<file path="src/rtl/poly_tone_mixer_if.sv">
// Control/status bundle between a music streamer and poly_tone_mixer.
// The master drives voice configuration; the slave returns the PWM bit and voice status.
interface poly_tone_mixer_if #(
    parameter int unsigned NUM_CH   = 4,
    parameter int unsigned PERIOD_W = 24,
    parameter int unsigned VOL_W    = 3
);
    logic                         output_enable;
    logic [NUM_CH-1:0]            ch_enable;
    logic [NUM_CH*PERIOD_W-1:0]   tone_period;
    logic [VOL_W-1:0]             volume;
    logic                         square_wave_out;
    logic [NUM_CH-1:0]            ch_active;

    modport master (
        output output_enable, ch_enable, tone_period, volume,
        input  square_wave_out, ch_active
    );

    modport slave (
        input  output_enable, ch_enable, tone_period, volume,
        output square_wave_out, ch_active
    );
endinterface

</file>
<file path="src/rtl/poly_tone_mixer.sv">
// NUM_CH square-wave voices summed, volume-scaled and rendered as a single PWM audio bit.
// Each voice adopts a new half-period only at its wrap edge so pitch changes never glitch.
module poly_tone_mixer #(
    parameter int unsigned NUM_CH   = 4,
    parameter int unsigned PERIOD_W = 24,
    parameter int unsigned VOL_W    = 3,
    parameter int unsigned PWM_W    = 10
) (
    input  logic               clk,
    input  logic               rst,
    poly_tone_mixer_if.slave   bus
);
    localparam int unsigned LVL_W  = $clog2(NUM_CH + 1);
    localparam int unsigned DUTY_W = PWM_W + 1;
    localparam int unsigned STEP   = (2 ** PWM_W) / NUM_CH;
    localparam logic [VOL_W-1:0] MAXV     = '1;
    localparam logic [PWM_W-1:0] PWM_LAST = '1;

    logic [NUM_CH-1:0][PERIOD_W-1:0] r_cnt;
    logic [NUM_CH-1:0][PERIOD_W-1:0] r_shadow;
    logic [NUM_CH-1:0]               r_sq;
    logic [NUM_CH-1:0]               r_ch_active;
    logic [PWM_W-1:0]                r_pwm_cnt;
    logic [DUTY_W-1:0]               r_duty_q;
    logic                            r_out;

    logic [NUM_CH-1:0][PERIOD_W-1:0] w_cnt_nxt;
    logic [NUM_CH-1:0][PERIOD_W-1:0] w_shadow_nxt;
    logic [NUM_CH-1:0]               w_sq_nxt;
    logic [NUM_CH-1:0]               w_active_nxt;
    logic [PERIOD_W-1:0]             w_per;
    logic [LVL_W-1:0]                w_level;
    logic [DUTY_W-1:0]               w_raw;
    logic [DUTY_W-1:0]               w_duty;

    // Per-voice next state: disable dominates, idle voices load immediately, running voices reload at wrap
    always_comb begin
        w_cnt_nxt    = r_cnt;
        w_shadow_nxt = r_shadow;
        w_sq_nxt     = r_sq;
        w_active_nxt = '0;
        w_per        = '0;
        for (int i = 0; i < NUM_CH; i++) begin
            w_per = bus.tone_period[i*PERIOD_W +: PERIOD_W];
            if (!bus.ch_enable[i]) begin
                w_cnt_nxt[i]    = '0;
                w_shadow_nxt[i] = '0;
                w_sq_nxt[i]     = 1'b0;
            end else if (r_shadow[i] == '0) begin
                w_cnt_nxt[i]    = '0;
                w_shadow_nxt[i] = w_per;
                w_sq_nxt[i]     = 1'b0;
            end else if (r_cnt[i] == r_shadow[i] - PERIOD_W'(1)) begin
                w_cnt_nxt[i]    = '0;
                w_shadow_nxt[i] = w_per;
                w_sq_nxt[i]     = (w_per != '0) ? ~r_sq[i] : 1'b0;
            end else begin
                w_cnt_nxt[i]    = r_cnt[i] + PERIOD_W'(1);
            end
            w_active_nxt[i] = (w_shadow_nxt[i] != '0);
        end
    end

    // Mixer: count high voices, scale to carrier range, attenuate by volume
    always_comb begin
        w_level = '0;
        for (int i = 0; i < NUM_CH; i++) begin
            w_level = w_level + LVL_W'(r_sq[i]);
        end
        w_raw  = DUTY_W'(w_level) * DUTY_W'(STEP);
        w_duty = w_raw >> (MAXV - bus.volume);
    end

    always_ff @(posedge clk or posedge rst) begin
        if (rst) begin
            r_cnt       <= '0;
            r_shadow    <= '0;
            r_sq        <= '0;
            r_ch_active <= '0;
            r_pwm_cnt   <= '0;
            r_duty_q    <= '0;
            r_out       <= 1'b0;
        end else begin
            r_cnt       <= w_cnt_nxt;
            r_shadow    <= w_shadow_nxt;
            r_sq        <= w_sq_nxt;
            r_ch_active <= w_active_nxt;
            r_pwm_cnt   <= r_pwm_cnt + PWM_W'(1);
            // Duty is latched only at the carrier boundary so each carrier period is uniform
            if (r_pwm_cnt == PWM_LAST) begin
                r_duty_q <= w_duty;
            end
            r_out       <= bus.output_enable & ({1'b0, r_pwm_cnt} < r_duty_q);
        end
    end

    assign bus.square_wave_out = r_out;
    assign bus.ch_active       = r_ch_active;
endmodule

</file>
<file path="src/flat_wrapper.sv">
// flat-port wrapper written by rule: the top's interface ports become plain ports
module poly_tone_mixer_flat 
#(
    parameter int unsigned NUM_CH   = 4,
    parameter int unsigned PERIOD_W = 24,
    parameter int unsigned VOL_W    = 3,
    parameter int unsigned PWM_W    = 10
)
  (clk, rst, bus_output_enable, bus_ch_enable, bus_tone_period, bus_volume, bus_square_wave_out, bus_ch_active);
  poly_tone_mixer_if #(.NUM_CH(NUM_CH), .PERIOD_W(PERIOD_W), .VOL_W(VOL_W)) bus_i ();
  input  logic clk;
  input  logic rst;
  input wire logic [$bits(bus_i.output_enable)-1:0] bus_output_enable;
  input wire logic [$bits(bus_i.ch_enable)-1:0] bus_ch_enable;
  input wire logic [$bits(bus_i.tone_period)-1:0] bus_tone_period;
  input wire logic [$bits(bus_i.volume)-1:0] bus_volume;
  output wire logic [$bits(bus_i.square_wave_out)-1:0] bus_square_wave_out;
  output wire logic [$bits(bus_i.ch_active)-1:0] bus_ch_active;
  assign bus_i.output_enable = bus_output_enable;
  assign bus_i.ch_enable = bus_ch_enable;
  assign bus_i.tone_period = bus_tone_period;
  assign bus_i.volume = bus_volume;
  assign bus_square_wave_out = bus_i.square_wave_out;
  assign bus_ch_active = bus_i.ch_active;
  poly_tone_mixer #(.NUM_CH(NUM_CH), .PERIOD_W(PERIOD_W), .VOL_W(VOL_W), .PWM_W(PWM_W)) u_core (.clk(clk), .rst(rst), .bus(bus_i));
endmodule
</file>
<file path="config.mk">
export PLATFORM = sky130hd
export DESIGN_NAME = poly_tone_mixer_flat
export DESIGN_NICKNAME = d
export VERILOG_FILES = /design/src/rtl/poly_tone_mixer_if.sv /design/src/rtl/poly_tone_mixer.sv /design/src/flat_wrapper.sv
export SDC_FILE = /design/constraint.sdc
export NUM_CORES = 1
export LEC_CHECK = 0
export CORE_MARGIN = 5
export CORE_UTILIZATION = 57
export DETAILED_ROUTE_END_ITERATION = 8
export GPL_TIMING_DRIVEN = 0
export PLACE_DENSITY = 0.84
export SYNTH_ARGS = -nofsm -noshare
export SYNTH_HDL_FRONTEND = slang
export SYNTH_SLANG_ARGS = --single-unit
</file>
<file path="constraint.sdc">
create_clock -name clk -period 11.3 [get_ports clk]
set_input_delay 2.825 -clock clk [delete_from_list [all_inputs] [get_ports clk]]
set_output_delay 2.825 -clock clk [all_outputs]
set_load 0.02 [all_outputs]
</file>
==> results.txt, run 1 <==
CP Buf/Inv Count: 1
Max-slew headroom: 32.5%
Die width: 166 microns
Post-Syn Nets: 1695
Slowest CP cell: clkdlybuf4s50_1
First-pass GRT wire length: 59900 microns
Gpl congestion: 0.914
Num CTS Buffers: 24
Core Util, Final: 67.2%
Post-route setup slack: 7.01 ns
Slew @ Worst Pin: 1.00 ns
PwrDens: 223 mW/mm^2
Max Cap Viol: 0
Peak VDD IR: 0.139 mV
Post-Place Setup Slack: 6.63 ns
Design Area, Final: 0.0162 sq mm
Synth Instances: 1568
Slowest stage delay, CP: 0.60 ns
CP Cell Sequence: clkdlybuf4s50_1
Antenna Nets Post-Route: 0
DRC Markers: 0
Post-DP Area: 0.0154 sq mm
EDFF count, synth: 0
Detailed Route WL: 35600 microns
Power Total: 3.60 mW
CORE AREA: 0.0241 sq mm
Rows: 57
Final Hold Viols: 0
Initial core utilization: 57.5%
Drt first-iter violations: 1048
Die H: 166 microns
Clk buf depth: 3
CTS tree: yes
Syn Area/Cell: 8.83 sq um
Final hold slack: 0.476 ns
Worst Hold Class: reg -> reg
Final HPWL DP: 26100 microns
Crit. End Element: primary output
Reg2Reg Setup Slack: 7.37 ns
Hold_buf cts: 0
Crit path max fanout: 1
Cell leakage power: 6.92 nW
GRT overflow: 0
Vias/cell: 6.07
Fillers: 1963
Port Buffers: 106
Total number of vias: 12400
Total GRT Usage: 25.2%
Synthesized area: 0.0139 sq mm
Crit start category: flip-flop
CTS H-Tree Depth: 1
WL/cell: 17.4 microns
Initial antenna violation count: 3
#FFs+latches synth: 221
RSZ-0062 raised after global routing: false
Fmax: 233 MHz
Clock Latency Late Sink: 0.52 ns
Io pins: 111
Setup Viol. Count Final: 0
Post-CTS setup buffers: 0
Number of global-route vias before repair: 12300
Async SR Flop Fraction: 100%
Primary FF master, synth: dfrtp_1
Largest net degree at the start of global routing: 122
Clk pin slew, worst setup/hold paths: 0.06 ns
Nets: 1828
Area Overhead vs Synth: 16.9%
WP data arrival: 1.46 ns
Clk_skew: 0.00978 ns
CP delay by family, top: buffers and inverters
Worst setup path category: reg -> out
Final Max Slew Viols: 0
1st-pass router iterations: 6
Seq/Total Area, Yosys: 39.9%
Synth warnings: 0
Status: finished clean
Post-CTS Resized: 0
Count of cell types in the netlist: 83
Die area: 0.0275 sq mm
Layout cell share with drive strength beyond 1: 5.93%
Tcrit/Tclk final: 37.9%
Num Clock Sinks: 221
Critical Path RT: 8.48 ns
Root Buffer: clkbuf_16
Final min period: 4.29 ns
[placed cells by master (no fill, tap or decap), types with 10 or more instances in the layout]
cell / count
dfrtp_1: 221
nor2_1: 165
nand2_1: 119
nand3_1: 118
clkdlybuf4s50_1: 106
xnor2_1: 105
xor2_1: 97
o21ai_0: 70
nor4_1: 56
clkbuf_1: 53
a21oi_1: 47
inv_1: 44
and3_1: 42
nor3_1: 40
nand4_1: 28
clkbuf_16: 25
buf_2: 23
a22o_1: 22
or3_1: 21
ha_1: 20
or4_1: 17
nand2b_1: 16
o21a_1: 14
o2bb2ai_1: 13
o21ai_1: 11
and2_1: 10
a21boi_0: 10
[synth_stat cells, types with 11 or more instances]
cell       instances  share of area (%)
o21ai_0           70                2.5
xor2_1            97                6.1
ha_1              20                1.8
and3_1            42                1.9
inv_1             45                1.2
o21ai_1           11               0.40
a21oi_1           47                1.7
buf_2             23               0.83
nand2b_1          16               0.72
nand3_1          118                4.3
nand2_1          119                3.2
or4_1             17               0.92
nand4_1           28                1.3
nor3_1            40                1.4
nor2_1           165                4.5
o2bb2ai_1         13               0.82
o21a_1            14               0.76
a22o_1            22                1.4
dfrtp_1          221                 40
or3_1             21               0.95
clkbuf_1          52                1.4
nor4_1            56                2.5
xnor2_1          105                6.6
[metrics by stage]
stage               setup TNS (ns)  instances
floorplan                        0       1568
global placement            -47.73       1998
detailed placement               0       1999
CTS                              0       2043
global route                     0       2044
finish                           0       2044
[worst paths after layout]
path,startpoint,end,depth (start not counted)
max in group asynchronous,rst,u_core.r_shadow[43],3
worst min register to register,u_core.r_pwm_cnt[0],u_core.r_pwm_cnt[0],1
min in group asynchronous,rst,u_core.r_cnt[12],2
worst max register to register,u_core.r_shadow[72],u_core.r_cnt[93],12
worst max-delay path,u_core.bus.square_wave_out,bus_square_wave_out,1
worst min-delay path,u_core.r_pwm_cnt[0],u_core.r_pwm_cnt[0],1
[worst register-to-register path, cell delays in order, from the launching register on]
cell and delay [ns]:
dfrtp_1 0.45, inv_1 0.10, ha_1 0.29, nor3b_1 0.66
and3_1 0.30, o22ai_1 0.08, or3_1 0.34, nor4_1 0.37
nand4_1 0.33, nand2_1 0.24, buf_2 0.28, buf_2 0.29
nor2_1 0.08
[layout make-up]
type | instances | area (sq um) | area share [%]
multi-input cells | 1216 | 7780 | 48.0
flip-flops and latches | 221 | 5530 | 34.1
repair buffers | 107 | 1090 | 6.72
clock buffers | 30 | 684 | 4.23
well taps | 324 | 405 | 2.50
plain buffers | 86 | 370 | 2.29
inverters | 45 | 176 | 1.09
clock inverters | 14 | 156 | 0.966
diodes | 1 | 2.50 | 0.0155
[power by group]
| group | switching [mW] | leakage (nW) | internal, mW |
|---|---|---|---|
| clock | 0.336 | 0.412 | 0.498 |
| sequential | 0.121 | 2.99 | 0.892 |
| combinational | 1.07 | 3.51 | 0.691 |
| total | 1.52 | 6.92 | 2.08 |
[kinds of logic (layout without fill, tap and decap cells)]
| logic type | after synthesis | in the layout | synth area share, % |
|---|---|---|---|
| xor gates and xnor gates | 203 | 203 | 12.9 |
| AOI/OAI and AO/OA | 287 | 287 | 14.3 |
| buffers and inverters | 131 | 282 | 3.89 |
| and+or+nand+nor | 698 | 698 | 26.5 |
| other | 0 | 1 | 0 |
| muxes | 7 | 7 | 0.524 |
| DFF | 221 | 221 | 39.9 |
| adders and majority gates | 21 | 21 | 1.95 |
[state kept, by name, summed over array words and instances, names as in the netlist]
register,count
u_core.bus.ch_active,4
u_core.r_duty_q,10
u_core.r_sq,4
u_core.r_pwm_cnt,10
u_core.r_shadow,96
u_core.bus.square_wave_out,1
u_core.r_cnt,96
[routing by layer]
metal	GRT usage [%]	wire length, microns	share of wire, %
met1	34.0	15400	43
met2	43.0	17400	49
met3	3.76	2050	5.8
met4	6.17	761	2.1
met5	0	21	0.059
Power figures use the tool's default switching activity.
==> run 2: changes to the inputs <==
--- a/config.mk
+++ b/config.mk
@@ -6,7 +6,7 @@
 export NUM_CORES = 1
 export LEC_CHECK = 0
 export CORE_MARGIN = 5
-export CORE_UTILIZATION = 57
+export CORE_UTILIZATION = 54
 export DETAILED_ROUTE_END_ITERATION = 8
 export GPL_TIMING_DRIVEN = 0
 export PLACE_DENSITY = 0.84
==> constraint.sdc (replaced) <==
create_clock -name clk -period 3.8 [get_ports clk]
set_input_delay 0.95 -clock clk [delete_from_list [all_inputs] [get_ports clk]]
set_output_delay 0.95 -clock clk [all_outputs]
set_load 0.02 [all_outputs]
==> run 2 against run 1 <==
Cell area up 0.90%. Global-route usage is 0.89 points lower. Core utilization fell by 2.5 points. Non-clock buffer count rose by 9. Critical endpoint is now u_core.r_cnt[38].
==> results.txt, run 2 (synthesis gave the netlist of run 1 again) <==
Status: finished clean
Final min period: 3.60 ns
WHS Path Cells: 2 (+1)
Hold_buf cts: 0 (unchanged)
Crit start category: flip-flop
Crit path max fanout: 10 (+9)
Final non-filler cell total: 2062 (+0.88%)
DRC Markers: 0 (unchanged)
Area Overhead vs Synth: 18.0%
Nets: 1839 (+0.60%)
Critical Path RT: 4.20 ns (-4.28 ns)
Num Clock Sinks: 221 (unchanged)
Final Max Slew Viols: 0 (unchanged)
Drt first-iter violations: 963 (-8.1%)
Worst setup path category: reg -> reg
Worst Hold Class: reg -> reg
Final Hold Viols: 0 (unchanged)
Port Buffers: 106 (unchanged)
Setup TNS: 0 ns (unchanged)
ANT cells: 0 (-1)
Vias/cell: 6.06 (-0.13%)
Most frequent cells in the layout: dfrtp_1 (221), nor2_1 (165), nand3_1 (118), nand2_1 (118), clkdlybuf4s50_1 (106)
Io pins: 111 (unchanged)
Max-slew headroom: 38.6% (+6.1 points)
Reg power frac: 28.2% (about the same)
Switching power share of the total: 42.4% (+0.17 points)
Worst R2R Path Depth: 11 (-1)
Post-DP Area: 0.0154 sq mm (+0.63%)
Final HPWL DP: 27200 microns (+4.4%)
Die H: 170 microns (+2.6%)
WP data arrival: 4.00 ns (+2.54 ns)
Root Buffer: clkbuf_16
Gpl congestion: 0.912 (-0.21%)
Internal power: 6.18 mW (+200%)
Fmax: 278 MHz
Leading cell type in the layout, fill and taps excluded: dfrtp_1
First-pass GRT wire length: 59300 microns (-1.0%)
Crit. End Element: flip-flop
Rows: 58 (+1.8%)
Initial antenna violation count: 2 (-1)
Die area: 0.0290 sq mm (+5.2%)
Design Area, Final: 0.0163 sq mm (+0.90%)
Initial core utilization: 54.8% (-2.6 points)
WL/cell: 17.4 microns (about the same)
Max Cap Viol: 0 (unchanged)
Clk_skew: 0.0129 ns (+0.00313 ns)
Clk pin slew, worst setup/hold paths: 0.06 ns (about the same)
CTS H-Tree Depth: 1 (unchanged)
Antenna Nets Post-Route: 0 (unchanged)
PwrDens: 657 mW/mm^2 (+200%)
Layout cell share with drive strength beyond 1: 6.64% (+0.71 points)
Reg2Reg Setup Slack: 0.20 ns (-7.17 ns)
Total number of vias: 12500 (+0.75%)
Final hold slack: 0.476 ns (+0.000186 ns)
Peak VDD IR: 0.539 mV (+290%)
RSZ-0062 raised after global routing: false
GRT overflow: 0 (unchanged)
Number of global-route vias before repair: 12100 (-1.8%)
Clk buf depth: 3 (unchanged)
Regs by FF count: u_core.r_cnt: 96 flops, u_core.r_shadow: 96 flops
Setup Viol. Count Final: 0 (unchanged)
Clock power frac: 22.1% (-1.0 points)
RR Startpoint: u_core.r_shadow[24]
Hold path start: u_core.r_duty_q[4]
Cell leakage power: 6.99 nW (+1.0%)
1st-pass router iterations: 6 (unchanged)
Clock Latency Late Sink: 0.53 ns (about the same)
Tcrit/Tclk final: 94.7%
Worst Hold End: u_core.r_duty_q[4]
CTS tree: yes
Reg2reg end: u_core.r_cnt[38]
Largest net degree at the start of global routing: 40 (-67%)
Psw: 4.55 mW (+200%)
Slew @ Worst Pin: 0.914 ns (-0.0893 ns)
CORE AREA: 0.0253 sq mm (+4.8%)
Total GRT Usage: 24.3% (-0.89 points)
Logic gate share of total power: 49.8% (+1.1 points)
Power Total: 10.7 mW (+200%)
Detailed Route WL: 35900 microns (+0.93%)
Placed cell count: 2010 (+0.55%)
Die width: 170 microns (+2.6%)
Num CTS Buffers: 26 (+8.3%)
[run 2: changes by cell type in the layout (fill, tap and decap cells not counted), sizes merged]
cell / before / now
bufinv: 3 / 1
clkinv: 8 / 9
buf: 35 / 44
clkbuf: 82 / 90
diode: 1 / 0
inv: 45 / 44
clkinvlp: 3 / 1
[run 2: timing repair]
item	4_1_cts	5_1_grt
setup endpoints to repair	0	128
buffers inserted	0	4
gates resized for setup	0	10
[run 2: per-stage QoR]
| stage | setup WS [ns] | utilization [%] |
|---|---|---|
| final | 0.203 | 64.7 |
| after global routing | 0.00469 | 64.7 |
| after CTS | 0.0231 | 64.4 |
| after detailed placement | 0.0248 | 61.2 |
| after global placement | -1.65 | 60.7 |
| after floorplan | -0.0321 | - |
[run 2: cell type report]
class                           instances  area, sq um
Clock inverter                         10         75.1
Buffer                                 86          370
Tap cell                              330          413
Multi-Input combinational cell       1216         7830
Inverter                               45          173
Clock buffer                           38          737
Sequential cell                       221         5530
Fill cell                            2102         8910
Timing Repair Buffer                  116         1210
[run 2: worst max path at each step]
stage | end | slack, ns | startpoint | cells after the start
after global placement | u_core.r_shadow[46] | -1.65 | rst | 2
after floorplan | u_core.bus.ch_active[0] | -0.03 | rst | 1
after detailed placement | u_core.r_shadow[90] | 0.02 | u_core.r_shadow[72] | 11
after global routing | u_core.bus.ch_active[1] | 0.005 | u_core.r_shadow[24] | 11
after CTS | u_core.r_shadow[90] | 0.02 | u_core.r_shadow[72] | 11
final | u_core.r_cnt[38] | 0.20 | u_core.r_shadow[24] | 11
[run 2: worst max-delay path: stages, from the launching register on]
cell and delay (ns):
dfrtp_1 0.44, inv_1 0.09, ha_1 0.25, or3b_2 0.52, nor3_1 0.20, xnor2_1 0.08, or4_1 0.51, a211oi_1 0.35
a41oi_2 0.35, nand2_1 0.31, buf_2 0.28, nor2_1 0.08
[run 2: layer usage]
metal | vias up | GRT usage (%) | part of all wire, %
met5 | - | 0 | 0.058
met4 | 4 | 6.32 | 2.8
met3 | 88 | 3.53 | 5.8
met2 | 426 | 40.5 | 47
met1 | 6047 | 33.4 | 44
li1 | 5936 | - | -
[run 2: power by group through the flow]
stage          sequential [mW]  clock (mW)  combinational [mW]
2_1_floorplan             2.96           0                3.94
3_3_place_gp              3.03           0                5.00
3_5_place_dp              3.04           0                5.16
4_1_cts                   3.00        2.42                5.20
5_1_grt                   3.07        2.51                5.88
6_report                  3.02        2.37                5.34
